==> src/rtl/fp16_pkg.sv <==
// Shared FP16 definitions: constants, field positions, a class helper and the
// operand-sequencer state encoding.
package fp16_pkg;

  localparam logic [15:0] FP16_ZERO = 16'h0000;
  localparam logic [15:0] FP16_ONE  = 16'h3C00;

  // Field positions within a binary16 word
  localparam int unsigned FP16_SIGN_BIT = 15;
  localparam int unsigned FP16_EXP_MSB  = 14;
  localparam int unsigned FP16_EXP_LSB  = 10;
  localparam int unsigned FP16_MAN_MSB  = 9;
  localparam int unsigned FP16_MAN_LSB  = 0;
  localparam logic [4:0]  FP16_EXP_MAX  = 5'h1F;

  // Sequencer states (plain constants for compatibility with older tools)
  typedef logic [2:0] seq_state_t;
  localparam seq_state_t STREAM  = 3'd0;
  localparam seq_state_t DRAIN   = 3'd1;
  localparam seq_state_t CAPTURE = 3'd2;
  localparam seq_state_t CLEAR   = 3'd3;
  localparam seq_state_t SETTLE  = 3'd4;

  // All-ones exponent encodes both infinities and NaNs
  function automatic logic fp16_is_inf_nan(input logic [15:0] v);
    return v[FP16_EXP_MSB:FP16_EXP_LSB] == FP16_EXP_MAX;
  endfunction

endpackage

==> src/rtl/fp16_dot_sequencer.sv <==
// Operand sequencer for the FP16 MAC. Streams operand pairs into the MAC, drains the
// pipeline at the end of each vector, captures the dot product into a held output
// register and then cancels the accumulator by injecting (-result) * 1.0.
// Optional feature: define FP16_DOT_ELEMCNT_EN to add the out_count element counter.
module fp16_dot_sequencer
  import fp16_pkg::*;
#(
  parameter int unsigned MAC_LATENCY = 3,
  parameter int unsigned LEN_W       = 8
) (
  input  logic             clk,
  input  logic             reset,
  input  logic             in_valid,
  output logic             in_ready,
  input  logic [15:0]      in_a,
  input  logic [15:0]      in_b,
  input  logic             in_last,
  output logic [15:0]      mac_a,
  output logic [15:0]      mac_b,
  input  logic [15:0]      mac_result,
  output logic             out_valid,
  input  logic             out_ready,
  output logic [15:0]      out_data,
`ifdef FP16_DOT_ELEMCNT_EN
  output logic [LEN_W-1:0] out_count,
`endif
  output logic             acc_err
);

  localparam int unsigned     CntW    = $clog2(MAC_LATENCY + 1);
  localparam logic [CntW-1:0] CntLoad = CntW'(MAC_LATENCY);

  seq_state_t      state_q, state_d;
  logic [CntW-1:0] cnt_q, cnt_d;
  logic [15:0]     mac_a_q, mac_a_d;
  logic [15:0]     mac_b_q, mac_b_d;
  logic            out_valid_q;
  logic [15:0]     out_data_q;
  logic            acc_err_q;
  logic            in_fire;
  logic            cap_en;

  assign in_fire = in_valid && in_ready;
  // A new result may be loaded unless the previous one is still being held back
  assign cap_en  = (state_q == CAPTURE) && !(out_valid_q && !out_ready);

  // Next-state, counter and MAC operand selection
  always_comb begin
    state_d  = state_q;
    cnt_d    = cnt_q;
    mac_a_d  = FP16_ZERO;
    mac_b_d  = FP16_ZERO;
    in_ready = 1'b0;
    case (state_q)
      STREAM: begin
        in_ready = 1'b1;
        if (in_valid) begin
          mac_a_d = in_a;
          mac_b_d = in_b;
          if (in_last) begin
            state_d = DRAIN;
            cnt_d   = CntLoad;
          end
        end
      end
      DRAIN: begin
        if (cnt_q == '0) state_d = CAPTURE;
        else             cnt_d   = cnt_q - CntW'(1);
      end
      CAPTURE: begin
        if (cap_en) state_d = CLEAR;
      end
      CLEAR: begin
        // Negated result times one cancels the accumulator exactly for finite values
        mac_a_d = {~out_data_q[FP16_SIGN_BIT], out_data_q[FP16_EXP_MSB:FP16_MAN_LSB]};
        mac_b_d = FP16_ONE;
        state_d = SETTLE;
        cnt_d   = CntLoad;
      end
      SETTLE: begin
        if (cnt_q == '0) state_d = STREAM;
        else             cnt_d   = cnt_q - CntW'(1);
      end
      default: state_d = STREAM;
    endcase
  end

  // FSM, counter and registered MAC operands
  always_ff @(posedge clk or negedge reset) begin
    if (!reset) begin
      state_q <= STREAM;
      cnt_q   <= '0;
      mac_a_q <= FP16_ZERO;
      mac_b_q <= FP16_ZERO;
    end else begin
      state_q <= state_d;
      cnt_q   <= cnt_d;
      mac_a_q <= mac_a_d;
      mac_b_q <= mac_b_d;
    end
  end

  // Held output register; out_valid drops on acceptance independent of state
  always_ff @(posedge clk or negedge reset) begin
    if (!reset) begin
      out_valid_q <= 1'b0;
      out_data_q  <= FP16_ZERO;
      acc_err_q   <= 1'b0;
    end else begin
      if (cap_en) begin
        out_valid_q <= 1'b1;
        out_data_q  <= mac_result;
        if (fp16_is_inf_nan(mac_result)) acc_err_q <= 1'b1;
      end else if (out_ready) begin
        out_valid_q <= 1'b0;
      end
    end
  end

`ifdef FP16_DOT_ELEMCNT_EN
  logic [LEN_W-1:0] elem_cnt_q;
  logic [LEN_W-1:0] out_count_q;

  // Running element count (saturating), snapshotted alongside the result
  always_ff @(posedge clk or negedge reset) begin
    if (!reset) begin
      elem_cnt_q  <= '0;
      out_count_q <= '0;
    end else begin
      if (cap_en) begin
        out_count_q <= elem_cnt_q;
        elem_cnt_q  <= '0;
      end else if (in_fire && (elem_cnt_q != '1)) begin
        elem_cnt_q <= elem_cnt_q + LEN_W'(1);
      end
    end
  end

  assign out_count = out_count_q;
`else
  localparam int unsigned unused_len_w = LEN_W;
  logic unused_in_fire;
  assign unused_in_fire = in_fire;
`endif

  assign mac_a     = mac_a_q;
  assign mac_b     = mac_b_q;
  assign out_valid = out_valid_q;
  assign out_data  = out_data_q;
  assign acc_err   = acc_err_q;

endmodule

==> config.mk <==
export PLATFORM = sky130hd
export DESIGN_NAME = fp16_dot_sequencer
export DESIGN_NICKNAME = d
export VERILOG_FILES = /design/src/rtl/fp16_pkg.sv /design/src/rtl/fp16_dot_sequencer.sv
export SDC_FILE = /design/constraint.sdc
export NUM_CORES = 1
export LEC_CHECK = 0
export CORE_ASPECT_RATIO = 1.5
export CORE_MARGIN = 1.5
export CORE_UTILIZATION = 43
export CTS_CLUSTER_DIAMETER = 150
export DETAILED_ROUTE_END_ITERATION = 6
export PLACE_DENSITY_LB_ADDON = 0.1
export SYNTH_ARGS = -nofsm -noshare
export SYNTH_HDL_FRONTEND = slang
export SYNTH_SLANG_ARGS = --single-unit
==> constraint.sdc <==
create_clock -name clk -period 3.72 [get_ports clk]
set_input_delay 0.744 -clock clk [delete_from_list [all_inputs] [get_ports clk]]
set_output_delay 0.744 -clock clk [all_outputs]
set_load 0.1 [all_outputs]
==> metrics <==
slowest CP cell=clkdlybuf4s50_1; clock skew=~0.0017 ns; Port Buffers=103; First-pass DRT Iterations=6; vias per std cell=between 4 and 5; min Tclk post-route=2.598 ns; Unique masters post-synth=34; worst setup path class=reg -> out; Post-Syn Area per Cell=14.05 um^2; drt initial violations=74; Final HPWL DP=3814 um; grt total ovfl=0; first-pass GRT wire length=7921 um; Die W=61.12 um; fraction of registers with async set/reset=100.0%; Critical Path AT=1.85 ns; GR Util All Layers=19.73%; DRT Wirelength=a little over 5000 um; fraction of layout cells with a size suffix above 1=12.79%; Crit Path Max Fanout=3; CTS Root Cell=clkbuf_8; final net count=~310; Syn Nets=209; post-cts sizing count=0; Die Height=90.17 um; clock tree buffer depth=2; Skew-Pair Late Insertion Delay=0.30 ns; core area=0.004848 mm^2; gate count after technology mapping=155; clock slew at reported path FFs=roughly 0.09 ns; die outline area=0.005511 mm^2; post-synthesis sequential area ratio=between 60% and 70%; setup tns final=0 ns; DR DRC count=0; area delta synth->final=51.46%; synth warn=0; top post-synthesis cells by area=dfrtp_1, mux2_4, a22o_1; clk sink count=between 50 and 60; Critical Path, Cell by Cell=clkdlybuf4s50_1; H-tree Lvls=2; Final setup viols=0; Final Wtd Congestion=0.7677; # rows=31; Final ANT Viol Nets=0; initial antenna violation count=0; Min-Delay Path Class=in -> async; placed cell count=316; MaxCap Viol Count=0; startpoint class of the critical path=flip-flop; Synth Area in Compound Gates=9.994%; routed len/inst=15.64 um; Crit path largest cell delay=1.15 ns; Synth Area in XOR/XNOR=0.4021%; Post-Layout Cell Count=between 300 and 400; Post-CTS Setup Bufs=0; CTS tree=yes; Worst path top cell family by delay=buffers and inverters; post-synthesis simple-gate area fraction=11.83%; ANT cells=0; largest net degree at the start of global routing=31; cell type with the largest total area after synthesis=dfrtp_1; number of synthesized flops with an enable pin=0; Initial Util=44.93%; Ports=104; Synth Flop Type=dfrtp_1; vias in the first global route=1592; Vias=1568; hold slack=around 0.43 ns; Hold Vio Cnt, Final=0; FF+latch count, synth=55; largest family of logic cells by synthesized area=simple AND/OR/NAND/NOR gates; share of the synthesized area in the top cell type=63.18%; status=complete, no violations; fmax=0.3850 GHz; CP required=2.98 ns; number of CTS-inserted buffers=5; Least-Margin Pin Slew=1.022 ns; Worst slew margin=approximately a third; max-slew violations=0; period utilisation layout=a little over two thirds; hold_buf cts=0; Worst Path Buf+Inv=1; post-synthesis cell area=approximately 0.0022 mm^2; Crit. End Element=output pin; mux cell area share after synthesis=9.822%; RSZ-0062 raised after global routing=false; adder-cell area share of the yosys netlist=0.5744%
-- synth_stat cells (all sizes together), types with 2 or more instances --
cell / number
a22o: 15
and3: 13
buf: 8
dfrtp: 55
inv: 4
mux2: 16
nand2: 15
nand2b: 3
nand3: 3
nor2: 4
nor3: 2
o21ai: 3
-- flip-flops by register name, summed over array words and instances, names as in the netlist --
name / flops
out_data: 16
mac_b: 16
mac_a: 16
state_q: 3
cnt_q: 2
out_valid: 1
acc_err: 1
-- worst paths after layout --
check / start / to / slack [ns] / depth (start not counted)
setup / recovery: out_data[8] / out_data[8] / 1.12 / 1
hold / removal: reset / mac_a[3] / 0.43 / 1
setup reg to reg: state_q[2] / mac_a[11] / 1.65 / 3
hold reg to reg: acc_err / acc_err / 0.49 / 1
max in group asynchronous: reset / mac_a[11] / 2.50 / 2
min in group clk: acc_err / acc_err / 0.49 / 1
-- layer usage --
metal	vias up	track usage, %	share of wire (%)
met5	-	0	0
met4	0	8.514	2.5
met3	9	4.892	6.7
met2	61	32.98	53
met1	750	22.96	38
li1	748	-	-
-- cell families after synthesis --
group                      count (synthesis)
and+or+nand+nor                           43
AOI/OAI and AO/OA                         26
DFF                                       55
buffers and inverters                     13
muxes                                     16
adders and majority gates                  1
xor gates and xnor gates                   1
-- placed cells by master, fill, tap and decap left out, drive strengths merged, types with 2 or more instances in the layout --
cell type,count
inv,4
clkdlybuf4s50,101
clkbuf,5
nand3,3
mux2,16
buf,3
o21ai,3
nand2b,3
nor3,2
nand2,15
a22o,15
and3,13
nor2,4
clkinv,3
dfrtp,55
-- layout make-up --
cell class,count,area (um^2)
tap,66,82.58
fill,382,1549
timing repair buffer,104,1031
multi-input combinational,87,710.7
clock inverter,3,15.01
clock buffer,5,68.82
inverter,4,15.01
sequential,55,1376
-- metrics by stage --
| step | setup WS [ns] | util (%) | instance area (um^2) |
|---|---|---|---|
| CTS | 1.116 | 68.05 | 3299 |
| floorplan | 1.783 | - | 2178 |
| global route | 1.066 | 68.05 | 3299 |
| global placement | 1.286 | 66.32 | 3216 |
| detailed placement | 1.214 | 66.32 | 3216 |
| finish | 1.122 | 68.05 | 3299 |
Power is not shown: default switching activity piles up to over one toggle a cycle in this logic, so the estimate is an artifact.
